<file path="src/rtl/ext_device_buffer.sv">
// Sample buffer that fills 12 words, interrupts the CPU, then serves 4-word blocks to the DMA while granted.
// Optional build macro DEVBUF_OVF_CNT_EN adds a saturating dropped-sample counter on ovf_cnt.
//
//  state | meaning
//  FILL  | accepting samples into mem[wr_ptr]
//  READY | buffer full, waiting for bus grant
//  XFER  | DMA owns the bus, waiting for grant release
module ext_device_buffer #(
   parameter int WORD_SIZE   = 16,
   parameter int BLOCK_WORDS = 4,
   parameter int NUM_BLOCKS  = 3
) (
   input  logic                           CLK,
   input  logic                           reset_n,
   input  logic                           in_valid,
   input  logic [WORD_SIZE-1:0]           in_data,
   output logic                           in_ready,
   input  logic                           BG,
   input  logic [1:0]                     offset,
   output logic [BLOCK_WORDS*WORD_SIZE-1:0] edata,
   output logic                           dev_intr,
   output logic                           done,
   output logic [7:0]                     ovf_cnt
);

   localparam int         DEPTH = BLOCK_WORDS * NUM_BLOCKS;
   localparam logic [3:0] LAST  = 4'(DEPTH - 1);

   typedef enum logic [1:0] {
      FILL  = 2'd0,
      READY = 2'd1,
      XFER  = 2'd2
   } state_t;

   state_t               state;
   logic [3:0]           wr_ptr;
   logic                 bg_q;
   logic [WORD_SIZE-1:0] mem [DEPTH];

   assign in_ready = (state == FILL);

   always_ff @(posedge CLK or negedge reset_n) begin
      if (!reset_n) begin
         state    <= FILL;
         wr_ptr   <= 4'd0;
         bg_q     <= 1'b0;
         dev_intr <= 1'b0;
         done     <= 1'b0;
         for (int i = 0; i < DEPTH; i++) mem[i] <= '0;
      end else begin
         dev_intr <= 1'b0;
         done     <= 1'b0;
         bg_q     <= BG;
         case (state)
            FILL: begin
               if (in_valid) begin
                  mem[wr_ptr] <= in_data;
                  if (wr_ptr == LAST) begin
                     wr_ptr   <= 4'd0;
                     state    <= READY;
                     dev_intr <= 1'b1;
                  end else begin
                     wr_ptr <= wr_ptr + 4'd1;
                  end
               end
            end
            READY: begin
               if (BG) state <= XFER;
            end
            XFER: begin
               // Release is a falling edge of grant seen while in XFER.
               if (bg_q && !BG) begin
                  state <= FILL;
                  done  <= 1'b1;
               end
            end
            default: state <= FILL;
         endcase
      end
   end

   // Offset 2'b11 means no block is selected and reads as zero.
   always_comb begin
      logic [3:0] idx;
      edata = '0;
      idx   = 4'd0;
      if (offset != 2'b11) begin
         for (int k = 0; k < BLOCK_WORDS; k++) begin
            idx = 4'(BLOCK_WORDS * int'(offset) + k);
            edata[k*WORD_SIZE +: WORD_SIZE] = mem[idx];
         end
      end
   end

`ifdef DEVBUF_OVF_CNT_EN
   always_ff @(posedge CLK or negedge reset_n) begin
      if (!reset_n) begin
         ovf_cnt <= 8'h00;
      end else if (in_valid && !in_ready && ovf_cnt != 8'hFF) begin
         ovf_cnt <= ovf_cnt + 8'h01;
      end
   end
`else
   assign ovf_cnt = 8'h00;
`endif

endmodule

</file>
<file path="config.mk">
export PLATFORM = sky130hd
export DESIGN_NAME = ext_device_buffer
export DESIGN_NICKNAME = d
export VERILOG_FILES = /design/src/rtl/ext_device_buffer.sv
export SDC_FILE = /design/constraint.sdc
export NUM_CORES = 1
export LEC_CHECK = 0
export ABC_AREA = 1
export BUFFER_PORTS_ARGS = -buffer_cell sky130_fd_sc_hd__buf_2
export CORE_MARGIN = 2
export CORE_UTILIZATION = 45
export CTS_BUF_LIST = sky130_fd_sc_hd__clkbuf_8 sky130_fd_sc_hd__clkbuf_16
export CTS_CLUSTER_SIZE = 12
export DETAILED_ROUTE_END_ITERATION = 16
export HOLD_SLACK_MARGIN = 0.12
export PLACE_DENSITY_LB_ADDON = 0.2
export SYNTH_ARGS = -nofsm -noshare
export SYNTH_HDL_FRONTEND = slang
export SYNTH_SLANG_ARGS = --single-unit
</file>
<file path="constraint.sdc">
create_clock -name CLK -period 1.5 [get_ports CLK]
set_input_delay 0.3 -clock CLK [delete_from_list [all_inputs] [get_ports CLK]]
set_output_delay 0.3 -clock CLK [all_outputs]
set_load 0.005 [all_outputs]
</file>
Word-level counts from Yosys, hierarchy flattened --
Cells that the tools add are included. W data, S select, Z words.
Storage, ports and cells: register bits after elaboration 201, input port bits 22, logic and storage cells 73
Cells by class: add/sub/neg operators 4, magnitude comparators 6, equality and inequality tests 8, mux-type cells 27, bitwise gates (word level) 5, reduce and logical (&&, ||, !) cells 6
Operator list (count):
- $bmux W16 S4 | 4
- $bwmux W192 | 1
- $mux W16 | 9
- $demux W16 S4 | 1
- $mux W64 | 1
- $ge A5 B5 Y1 const B | 5
- $not A4 Y5 | 5
- $add A4 B1 Y4 const B | 2
- $add A4 B2 Y4 const B | 2
- $mux W2 | 4
- $ne A2 B2 Y1 const B | 4
- $pmux W2 S3 | 1
- $lt A5 B1 Y1 const B | 1
- $mux W1 | 5
- $eq A4 B4 Y1 const B | 1
- $mux W4 | 1
- $reduce_and A4 Y1 | 1
- $eq A2 B1 Y1 const B | 1
- $eq A2 B2 Y1 const B | 1
- $logic_and A1 B1 Y1 | 2
- $logic_not A2 Y1 | 1
- $ne A2 B1 Y1 const B | 1
- $reduce_and A2 Y1 | 1
- $logic_not A1 Y1 | 1

Logic depth before layout (Yosys ltp) --
Gate-level depths: netlist of the first run.
word-level depth 6, depth in mapped cells 8, mapped depth without buffers 7

Worst setup path before layout of the first run --
No wires, ideal clock.
path kind register to register, start point register wr_ptr[0], end point register mem[151] (netlist name), arrival 1.229 ns, setup slack 0.148 ns, cell stages (with the launch flop) 9, buffers on the path 1, period minus slack after synthesis 1.352 ns, path through dfrtp_1 -> inv_1 -> ha_1 -> inv_1 -> nor2_1 -> nand2_1 -> buf_2 -> nand2_1 -> o21ai_1
On the way: cells in the longest elaborated chain, start to end 6, elaborated cells on any way between the ends 7, those cells by class order compare: 2; mux: 3; bitwise: 1; reduce/logical: 1
RTL lines:
- start, declared | line 36 | logic [3:0] wr_ptr;
- start signal, assigned | line 63 | wr_ptr <= wr_ptr + 4'd1;
- $not A4 Y5 (implied by the code) * | line 57 | mem[wr_ptr] <= in_data;
- $ge A5 B5 Y1 (implied by the code) / $lt A5 B1 Y1 (equally long branches) | line 57
- $logic_and A1 B1 Y1 (implied by the code) | line 57
- $mux W16 (implied by the code) | line 57
- $demux W16 S4 * | line 57
- $bwmux W192 * | line 57
- end signal, assigned by index | line 57
- end, declared | line 38 | logic [WORD_SIZE-1:0] mem [DEPTH];
Mark *: on every way between the ends. The rest lies on a longest branch, timed or not. A chain may end at the register's enable or synchronous reset.

Worst setup path after layout of the first run --
start point register mem[191] (netlist name), end point output port edata[15]
On the way: cells in the longest elaborated chain, start to end 4
RTL lines:
- $bmux W16 S4 | line 90 | edata[k*WORD_SIZE +: WORD_SIZE] = mem[idx];
- $mux W16 (implied by the code) (2 in a row) | line 90
- $mux W64 | line 87 | if (offset != 2'b11) begin
- end, declared | line 20 | output logic [BLOCK_WORDS*WORD_SIZE-1:0] edata,
Every way passes these cells. The select of a mux whose other input is x is not followed.

==> results of run 1 <==
-- worst max path at each step --
stage | startpoint | to | cells after the start
after CTS | mem[191]$_DFFE_PN0P_ | edata[15] | 3
after global placement | offset[0] | edata[61] | 7
after floorplan | wr_ptr[0]$_DFFE_PN0P_ | mem[151]$_DFFE_PN0P_ | 8
final | mem[191]$_DFFE_PN0P_ | edata[15] | 3
after detailed placement | offset[0] | edata[61] | 7
after global routing | mem[191]$_DFFE_PN0P_ | edata[15] | 3
-- layer usage --
metal / global-route usage (%) / wire length [um]
met1: 35.99 / 13180
met2: 40.37 / 14460
met3: 4.383 / 2046
met4: 10.82 / 1115
met5: 0 / 0
-- logic make-up after synthesis --
group / after synthesis
buffers and inverters: 170
AND/OR/NAND/NOR: 398
other: 1
adder cells (fa/ha/maj): 4
AO/OA/AOI/OAI: 310
flip-flops: 201
-- synthesized netlist by cell type (5+ instances only) --
cell type / number
sky130_fd_sc_hd__nand3_1: 18
sky130_fd_sc_hd__buf_2: 38
sky130_fd_sc_hd__o31ai_1: 16
sky130_fd_sc_hd__nor2_1: 87
sky130_fd_sc_hd__o22ai_1: 48
sky130_fd_sc_hd__buf_6: 5
sky130_fd_sc_hd__dfrtp_1: 201
sky130_fd_sc_hd__nand2_1: 275
sky130_fd_sc_hd__inv_1: 74
sky130_fd_sc_hd__o21ai_1: 87
sky130_fd_sc_hd__o21bai_1: 48
sky130_fd_sc_hd__nand2_4: 5
sky130_fd_sc_hd__o21ai_0: 110
sky130_fd_sc_hd__buf_4: 13
sky130_fd_sc_hd__clkbuf_1: 29
-- registers in the layout, indices dropped and copies added (netlist names) --
name	cells
wr_ptr	4
done	1
mem	192
bg_q	1
dev_intr	1
state	2
-- worst max-delay path: stages (launching register included) --
cell                       delay (ns)
sky130_fd_sc_hd__dfrtp_1         0.38
sky130_fd_sc_hd__o21bai_1        0.22
sky130_fd_sc_hd__o22ai_1         0.13
sky130_fd_sc_hd__buf_2           0.15
-- through the flow --
step | power, mW | util, %
global route | 23.95 | 60.66
finish | 22.55 | 60.67
CTS | 20.87 | 56.11
floorplan | 12.94 | -
global placement | 15.09 | 51.70
detailed placement | 15.34 | 51.70
-- power groups by stage --
stage               Sequential [mW]  Combinational (mW)  Clock, mW
global placement               9.01                6.08          0
CTS                            9.02                6.42       5.43
finish                         9.13                8.07       5.35
global route                   9.38                8.92       5.64
detailed placement             9.08                6.25          0
floorplan                      8.78                4.17          0
-- area by class of cell --
class / count / area (sq um) / area share [%]
inverters: 78 / 305.3 / 2.487
multi-input cells: 724 / 3956 / 32.23
repair buffers: 198 / 1931 / 15.73
clock inverters: 10 / 66.31 / 0.5402
well taps: 270 / 337.8 / 2.752
clock buffers: 28 / 644.4 / 5.249
flip-flops and latches: 201 / 5034 / 41.00
diodes: 1 / 2.502 / 0.02038
-- timing repair --
action,in CTS,in global routing
gates cloned,1,15
endpoints found under the setup margin,85,229
pin swaps,21,67
resized for setup,16,177
hold buffers,5,0
setup buffers,6,17
endpoints found under the hold margin,196,0
==> run summary, run 1 <==
### Run status
* **run status** finished with violations
* **failing checks** negative setup slack

### Drt
* **mean routed wirelength per cell** 20.40 um
* **remaining antenna violation count** 0
* **Starting DRT DRC Count** 716
* **final routed wirelength across all metal layers** 30.80 mm
* **TritonRoute pass-1 iters** 5
* **via/cell ratio** 5.448
* **via count** 8226
* **number of design rule violations left after detail routing** 0

### Pwr
* **Max VDD drop** 771.7 uV
* **fraction of power spent switching nets** 34.90%
* **share of power burned in the clock network** 23.7%
* **relative contribution of sequential cells to total power** 40.5%
* **Static Leak** 6.145 nW
* **internal power** 14.68 mW
* **power density relative to cell area** 1837 nW/um^2
* **total net switching power** 7.872 mW
* **combinational power share** 35.8%

### Finish
* **Layout Cells excl Fill** 1510
* **Post-layout nets** 1251
* **most common library cell in the layout ignoring fill and taps** sky130_fd_sc_hd__nand2_1
* **share of final-layout standard cells stronger than drive strength 1** 27.44%
* **count of filler cells inserted in the layout** 1734
* **highest-count cells in the layout ignoring fill and taps** sky130_fd_sc_hd__nand2_1, sky130_fd_sc_hd__dfrtp_1, sky130_fd_sc_hd__o21ai_1
* **Area growth, synth to finish** 32.33%
* **final non-filler cell area** 12280 sq um

### Logic synthesis
* **biggest area consumer among synthesized cells** sky130_fd_sc_hd__dfrtp_1
* **mux cell area share after synthesis** 0%
* **total of flip-flops plus latches after synthesis** 201
* **share of async-settable or async-resettable flops after synthesis** 100.0%
* **count of flip-flops with a built-in enable after synthesis** 0
* **number of standard cells after synthesis** 1084
* **top flip-flop cell by instance count after synthesis** sky130_fd_sc_hd__dfrtp_1
* **adder-cell area share of the yosys netlist** 0.5394%
* **portion of the post-synthesis area used by sequential elements** 54.21%
* **Yosys warnings** 0
* **combinational family with the most area after synthesis** compound AO/OA/AOI/OAI gates
* **biggest area contributors in the synthesized netlist** sky130_fd_sc_hd__dfrtp_1, sky130_fd_sc_hd__nand2_1, sky130_fd_sc_hd__o21ai_0
* **Post-Synth Simple-Gate Area** 17.75%
* **mapped cell area** 9278 sq um
* **Syn Area/Cell** 8.559 sq um
* **Cell variety after synth** 26
* **area share of the largest cell type after synthesis** 54.21%
* **xor-xnor portion of the synthesized cell area** 0%
* **Compound-Gate Fraction of Synth Area** 19.10%

### Setup path
* **Worst Setup Path Type** flip-flop to primary output
* **R2R Path End** mem[22]$_DFFE_PN0P_
* **setup slack, reg-to-reg** -0.05 ns
* **number of cells traversed by the worst register-to-register path** 7
* **Crit Reg-Reg Startpoint** state[0]$_DFFE_PN0P_
* **arrival time of the worst setup path** 1.39 ns
* **maximum fanout encountered on the critical timing path** 2
* **crit path launch type** flip-flop
* **data required time at the worst endpoint** 1.20 ns
* **capturing element type of the critical path** primary output

### Placement
* **worst slack at placement** -0.1430 ns
* **final RePlAce weighted congestion** 0.8753
* **estimated wirelength of the detail-placed design** 18.47 mm
* **post-placement cell count** 1427
* **DP Area** 10460 sq um
* **number of buffer cells added on primary ports** 88

### Hold path
* **Hold/Removal Path Class** input pin to flip-flop
* **hold worst-path end** mem[106]$_DFFE_PN0P_
* **instance count along the most critical hold path** 3
* **startpoint of the tightest hold check path** in_data[10]

### Run
* **number of max-cap violations** 0

### Timing
* **Worst Slack Setup Final** -0.1938 ns
* **part of the cycle the worst path needs** 112.9%
* **setup violation total in the final timing report** 109
* **setup TNS** -5.289 ns
* **actual slew at the worst max-slew pin** 0.5024 ns
* **f_max** 0.5904 GHz
* **final count of hold timing violations** 0
* **total count of max-transition violations in the final report** 0
* **worst slew margin relative to its limit** 66.47%
* **unrepaired setup endpoints after global routing** true
* **clock skew after layout** 0.02057 ns
* **Hold WS** 0.1545 ns
* **final worst path period need** 1.694 ns

### CTS
* **Inserted Clock Buffers** 22
* **CTS tree** built
* **Clock Tree Buf Depth** 3
* **htree depth** 1
* **number of clock sinks seen by CTS** 201
* **worst skew pair latency** 0.51 ns
* **clock root cell** sky130_fd_sc_hd__clkbuf_16
* **Reg clk slew, reported paths** 0.06 ns

### Floorplan
* **initial cell density of the core** 45.85%
* **# IOs** 97
* **die area** 21780 sq um
* **height of the die** 147.6 um
* **die width** 147.6 um
* **FP Rows** 52
* **Std-Cell Core Area** 20230 sq um

### Global routing
* **total routing resource utilization after global routing** 25.86%
* **maximum number of pins on one net before global-route repair** 47
* **number of global-route vias before repair** 7499
* **number of antenna violations at the first check in global routing** 0
* **wire length of the first global-routing pass** 43.19 mm
* **global route total overflow** 0

(Power assumes the default switching activity.)
==> run 2: changes to the inputs <==
clock period = 1.8 ns   (was 1.5 ns; I/O delays follow)
==> run 2 against run 1 <==
Net effect: the run now ends clean; flip-flop and latch count did not move; first-iteration DRC count decreased by 2.8%; worst setup slack improved by 0.21 ns; design area is 11% lower; wire length fell by 9.9%; count of clock-buffer cells in the layout grew 1; via count fell by 6.4%; clock skew down 0.015 ns; critical path type is now input pin to primary output; critical endpoint is now edata[3]; largest cell class unchanged.
==> run summary, run 2 (same netlist as run 1, synthesis figures left out) <==
### Run status
* **run status** finished clean

### CTS
* **clock root cell** sky130_fd_sc_hd__clkbuf_16
* **number of clock sinks seen by CTS** 201, unchanged
* **worst skew pair latency** 0.49 ns, -0.02 ns
* **Clock Tree Buf Depth** 3, unchanged
* **Inserted Clock Buffers** 22, unchanged
* **post-CTS setup buffers** 0, -6
* **CTS tree** built
* **Reg clk slew, reported paths** 0.06 ns, about the same
* **htree depth** 1, unchanged

### Timing
* **Hold WS** 0.1390 ns, -0.01545 ns
* **unrepaired setup endpoints after global routing** false
* **setup TNS** 0 ns, +5.289 ns
* **setup violation total in the final timing report** 0, -100%
* **worst slew margin relative to its limit** 65.92%, -0.55 points
* **clock skew after layout** 0.005826 ns, -0.01474 ns
* **total count of max-transition violations in the final report** 0, unchanged
* **actual slew at the worst max-slew pin** 0.5106 ns, +0.008242 ns
* **part of the cycle the worst path needs** 98.94%
* **final count of hold timing violations** 0, unchanged
* **f_max** 0.5615 GHz
* **final worst path period need** 1.781 ns

### Finish
* **largest registers in the final layout** mem (192), wr_ptr (4), state (2)
* **Top reg by flops** mem
* **most common library cell in the layout ignoring fill and taps** sky130_fd_sc_hd__nand2_1
* **count of filler cells inserted in the layout** 1881, +8.5%
* **number of flip-flops in the largest register** 192, unchanged
* **share of final-layout standard cells stronger than drive strength 1** 16.07%, -11 points
* **Area growth, synth to finish** 17.18%
* **count of inserted antenna diode cells** 0, -1
* **Post-layout nets** 1182, -5.5%
* **highest-count cells in the layout ignoring fill and taps** sky130_fd_sc_hd__nand2_1, sky130_fd_sc_hd__dfrtp_1, sky130_fd_sc_hd__o21ai_0
* **Post-Route Utilization** 53.73%, -6.9 points

### Drt
* **Starting DRT DRC Count** 696, -2.8%
* **TritonRoute pass-1 iters** 5, unchanged
* **highest routed layer** met4
* **via count** 7703, -6.4%
* **via/cell ratio** 5.349, -1.8%
* **remaining antenna violation count** 0, unchanged
* **Routed met2 length** 12.45 mm, -14%
* **final routed wirelength across all metal layers** 27.75 mm, -9.9%
* **met3 routed wirelength** 1.904 mm, -6.9%
* **mean routed wirelength per cell** 19.27 um, -5.5%
* **number of design rule violations left after detail routing** 0, unchanged
* **met1 layer wirelength in the final routing** 12.72 mm, -3.5%

### Setup path
* **most used cell, CP** sky130_fd_sc_hd__buf_2
* **capturing element type of the critical path** primary output
* **slowest cell on the critical path** sky130_fd_sc_hd__buf_2
* **crit path launch type** input pin
* **Worst Setup Path Type** input pin to primary output
* **critical-path cell list** buf_2, nand2_2, buf_12, o22ai_1, buf_2
* **CP max stage delay** 0.27 ns, -0.11 ns
* **data required time at the worst endpoint** 1.44 ns, +0.24 ns
* **maximum fanout encountered on the critical timing path** 25, +23
* **arrival time of the worst setup path** 1.42 ns, +0.03 ns
* **family of cells with the greatest summed delay on the critical path** buffers and inverters
* **Bufs and invs on worst path** 3, +2

### Floorplan
* **# IOs** 97, unchanged
* **Std-Cell Core Area** 20230 sq um, unchanged
* **initial cell density of the core** 45.85%, unchanged
* **FP Rows** 52, unchanged
* **die area** 21780 sq um, unchanged
* **die width** 147.6 um, unchanged
* **height of the die** 147.6 um, unchanged

### Run
* **number of max-cap violations** 0, unchanged

### Pwr
* **share of power burned in the clock network** 25.8%, +2.1 points
* **total net switching power** 5.755 mW, -27%
* **power density relative to cell area** 1544 nW/um^2, -16%
* **relative contribution of sequential cells to total power** 44.8%, +4.3 points
* **total power of the final layout** 16.78 mW, -26%
* **fraction of power spent switching nets** 34.29%, -0.61 points
* **Static Leak** 5.464 nW, -11%
* **internal power** 11.03 mW, -25%
* **combinational power share** 29.4%, -6.4 points
* **Max VDD drop** 639.2 uV, -17%

### Global routing
* **wire length of the first global-routing pass** 42.92 mm, -0.62%
* **total routing resource utilization after global routing** 25.77%, -0.088 points
* **global route total overflow** 0, unchanged
* **number of global-route vias before repair** 7098, -5.3%
* **number of antenna violations at the first check in global routing** 0, unchanged
* **maximum number of pins on one net before global-route repair** 53, +13%

### Placement
* **estimated wirelength of the detail-placed design** 17.67 mm, -4.3%
* **final RePlAce weighted congestion** 0.8258, -5.7%
* **number of buffer cells added on primary ports** 88, unchanged

### Hold path
* **Hold/Removal Path Class** input pin to flip-flop

[run 2: metal layers]
layer / vias up / track usage, %
met1: 3718 / 38.73
met3: 39 / 3.858
met2: 266 / 39.19
li1: 3680 / -
met5: - / 0
met4: 0 / 7.067
[run 2: per-stage QoR]
step	area [sq um]	std cells	setup WS, ns
2_1_floorplan	9304	1091	0.3625
5_1_grt	10870	1440	0.007558
6_report	10870	1440	0.01899
3_3_place_gp	10120	1400	-0.003985
3_5_place_dp	10120	1400	0.02561
4_1_cts	10840	1440	0.01323
[run 2: power by group through the flow]
| stage | clock network (mW) | registers, mW | logic [mW] |
|---|---|---|---|
| 6_report | 4.33 | 7.52 | 4.93 |
| 5_1_grt | 4.60 | 7.76 | 5.67 |
| 3_5_place_dp | 0 | 7.57 | 4.93 |
| 3_3_place_gp | 0 | 7.53 | 4.80 |
| 2_1_floorplan | 0 | 7.31 | 3.47 |
| 4_1_cts | 4.40 | 7.52 | 4.96 |
[run 2: worst paths after layout]
path	from	endpoint	slack, ns	depth (start not counted)
setup / recovery	offset[1]	edata[3]	0.02	5
hold / removal	in_data[6]	mem[118]$_DFFE_PN0P_	0.14	3
setup reg to reg	state[1]$_DFFE_PN0P_	mem[90]$_DFFE_PN0P_	0.22	6
hold reg to reg	mem[121]$_DFFE_PN0P_	mem[121]$_DFFE_PN0P_	0.48	2
max in group asynchronous	reset_n	mem[53]$_DFFE_PN0P_	0.83	3
min in group asynchronous	reset_n	mem[148]$_DFFE_PN0P_	0.33	2
[run 2: timing repair]
action / in CTS / in global routing
hold endpoints to repair: 104 / 0
endpoints found under the setup margin: 1 / 8
gates resized for setup: 1 / 7
hold buffers: 2 / 0
[run 2: final cells by class]
cell class | count | area [sq um] | area share (%)
clock inverters | 9 | 38.79 | 0.3568
flip-flops and latches | 201 | 5030 | 46.27
clock buffers | 29 | 658.1 | 6.054
well taps | 270 | 337.8 | 3.107
inverters | 78 | 295.3 | 2.716
repair buffers | 133 | 991.0 | 9.115
multi-input cells | 720 | 3521 | 32.39
[run 2: worst register-to-register path: stages, from the launching register on]
cell and delay (ns):
sky130_fd_sc_hd__dfrtp_1 0.42, sky130_fd_sc_hd__nor2_4 0.16, sky130_fd_sc_hd__nand2_4 0.22, sky130_fd_sc_hd__buf_4 0.29
sky130_fd_sc_hd__nor2_8 0.27, sky130_fd_sc_hd__nand2_1 0.08, sky130_fd_sc_hd__nand2_1 0.08
==> run 3: changes to the inputs <==
CELL_PAD_IN_SITES_DETAIL_PLACEMENT = 0   (was unset)
CELL_PAD_IN_SITES_GLOBAL_PLACEMENT = 1   (was unset)
CORE_MARGIN = 5   (was 2)
==> run 3 against run 2 <==
Net effect: critical path depth decreased by 2; fmax grew 3.0%; power grew 0.88%; cell count about the same; die area grew 8.3%; first-iteration DRC count fell by 15%; design area grew 0.54%; utilization increased by 0.12 points; wire length grew 2.1%; clock skew increased by 0.0077 ns; combinational power is essentially flat; count of clock-buffer cells in the layout unchanged; critical endpoint is now edata[62]; largest power group unchanged.
==> run summary, run 3 (same netlist as run 1, synthesis figures left out) <==
### Finish
* **number of flip-flops in the largest register** 192, unchanged
* **Layout Cells excl Fill** 1441, +0.069%
* **Post-Route Utilization** 53.85%, +0.12 points
* **Top reg by flops** mem
* **count of filler cells inserted in the layout** 1973, +4.9%
* **final non-filler cell area** 10930 sq um, +0.54%
* **count of inserted antenna diode cells** 0, unchanged
* **highest-count cells in the layout ignoring fill and taps** sky130_fd_sc_hd__nand2_1, sky130_fd_sc_hd__dfrtp_1, sky130_fd_sc_hd__o21ai_0
* **Area growth, synth to finish** 17.82%
* **share of final-layout standard cells stronger than drive strength 1** 16.14%, +0.072 points
* **largest registers in the final layout** mem (192), wr_ptr (4), state (2)
* **Post-layout nets** 1184, +0.17%
* **most common library cell in the layout ignoring fill and taps** sky130_fd_sc_hd__nand2_1

### Global routing
* **total routing resource utilization after global routing** 23.95%, -1.8 points
* **maximum number of pins on one net before global-route repair** 56, +5.7%
* **number of global-route vias before repair** 7449, +4.9%
* **global route total overflow** 0, unchanged
* **wire length of the first global-routing pass** 44.57 mm, +3.9%
* **number of antenna violations at the first check in global routing** 0, unchanged

### CTS
* **Inserted Clock Buffers** 22, unchanged
* **worst skew pair latency** 0.50 ns, about the same
* **clock root cell** sky130_fd_sc_hd__clkbuf_16
* **htree depth** 1, unchanged
* **number of clock sinks seen by CTS** 201, unchanged
* **Reg clk slew, reported paths** 0.06 ns, about the same
* **Clock Tree Buf Depth** 3, unchanged
* **post-CTS setup buffers** 0, unchanged
* **CTS tree** built

### Floorplan
* **die area** 23590 sq um, +8.3%
* **# IOs** 97, unchanged
* **Std-Cell Core Area** 20300 sq um, +0.32%
* **FP Rows** 52, unchanged
* **die width** 153.6 um, +4.1%
* **height of the die** 153.6 um, +4.1%
* **initial cell density of the core** 45.70%, -0.15 points

### Pwr
* **total power of the final layout** 16.93 mW, +0.88%
* **Static Leak** 5.486 nW, +0.41%
* **Max VDD drop** 873.0 uV, +37%
* **power density relative to cell area** 1549 nW/um^2, +0.33%

### Setup path
* **arrival time of the worst setup path** 1.37 ns, -0.05 ns
* **number of cells traversed by the worst register-to-register path** 7, +1
* **crit path launch type** flip-flop
* **family of cells with the greatest summed delay on the critical path** flip-flops
* **R2R Path End** mem[11]$_DFFE_PN0P_
* **capturing element type of the critical path** primary output
* **maximum fanout encountered on the critical timing path** 2, -92%
* **Worst Setup Path Type** flip-flop to primary output
* **CP max stage delay** 0.35 ns, +0.08 ns
* **setup slack, reg-to-reg** 0.24 ns, +0.02 ns
* **critical-path cell list** nor2_1, o31ai_2, buf_2
* **Bufs and invs on worst path** 1, -2
* **data required time at the worst endpoint** 1.44 ns, about the same
* **slowest cell on the critical path** sky130_fd_sc_hd__dfrtp_1
* **Crit Reg-Reg Startpoint** wr_ptr[0]$_DFFE_PN0P_

### Placement
* **final RePlAce weighted congestion** 0.8393, +1.6%
* **number of buffer cells added on primary ports** 88, unchanged
* **DP Area** 10140 sq um, +0.17%
* **estimated wirelength of the detail-placed design** 18.33 mm, +3.7%
* **post-placement cell count** 1399, -0.071%
* **worst slack at placement** 0.02715 ns, +0.001549 ns

### Hold path
* **hold worst-path end** mem[90]$_DFFE_PN0P_
* **startpoint of the tightest hold check path** in_data[10]
* **instance count along the most critical hold path** 3, unchanged
* **Hold/Removal Path Class** input pin to flip-flop

### Timing
* **unrepaired setup endpoints after global routing** false
* **final count of hold timing violations** 0, unchanged
* **final worst path period need** 1.729 ns, -0.05219 ns
* **setup TNS** 0 ns, unchanged
* **part of the cycle the worst path needs** 96.05%, -2.9 points
* **clock skew after layout** 0.01353 ns, +0.007701 ns
* **f_max** 0.5784 GHz, +3.0%
* **setup violation total in the final timing report** 0, unchanged
* **actual slew at the worst max-slew pin** 0.5284 ns, +0.01780 ns
* **worst slew margin relative to its limit** 64.73%, -1.2 points
* **total count of max-transition violations in the final report** 0, unchanged
* **Worst Slack Setup Final** 0.07118 ns, +0.05219 ns
* **Hold WS** 0.1818 ns, +0.04277 ns

### Drt
* **mean routed wirelength per cell** 19.65 um, +2.0%
* **TritonRoute pass-1 iters** 5, unchanged
* **via count** 7694, -0.12%
* **final routed wirelength across all metal layers** 28.32 mm, +2.1%
* **Starting DRT DRC Count** 593, -15%
* **remaining antenna violation count** 0, unchanged
* **via/cell ratio** 5.339, -0.19%
* **number of design rule violations left after detail routing** 0, unchanged

### Run status
* **run status** finished clean

### Run
* **number of max-cap violations** 0, unchanged

run 3: layer usage:
layer | up-vias | routed length [um] | GRT usage [%]
li1 | 3674 | - | -
met1 | 3768 | 13100 | 34.74
met2 | 219 | 12960 | 38.33
met3 | 33 | 1723 | 3.963
met4 | 0 | 528 | 4.878
met5 | - | 0 | 0
run 3: how the worst max path moves through the flow:
stage | startpoint | endpoint | slack [ns] | depth (start not counted)
floorplan | offset[1] | edata[10] | 0.36 | 5
global placement | offset[0] | edata[62] | 0.006 | 6
detailed placement | offset[0] | edata[62] | 0.03 | 6
CTS | mem[141]$_DFFE_PN0P_ | edata[61] | 0.03 | 3
global route | offset[0] | edata[62] | 0.006 | 6
finish | mem[142]$_DFFE_PN0P_ | edata[62] | 0.07 | 3
run 3: area by class of cell:
class / count / area (sq um) / share of cell area [%]
Clock buffer: 29 / 658.1 / 6.021
Clock inverter: 8 / 58.81 / 0.5380
Inverter: 78 / 292.8 / 2.679
Multi-Input combinational cell: 720 / 3526 / 32.26
Sequential cell: 201 / 5030 / 46.02
Tap cell: 270 / 337.8 / 3.091
Timing Repair Buffer: 135 / 1027 / 9.398
run 3: where the power goes:
group / switching (mW) / total (mW) / internal, mW / leakage (nW)
Sequential: 0.961 / 7.53 / 6.57 / 2.51
Combinational: 3.02 / 4.95 / 1.92 / 2.60
Clock: 1.78 / 4.46 / 2.68 / 0.375
run 3: worst min-delay path: stages:
cell and delay, ns:
sky130_fd_sc_hd__buf_2 0.16, sky130_fd_sc_hd__nand2_1 0.08, sky130_fd_sc_hd__nand2_1 0.05
run 3: repair_timing:
item	CTS	global route
hold buffers	5	0
endpoints found under the setup margin	1	4
resized for setup	1	4
hold endpoints to repair	38	0
pin swaps	0	0
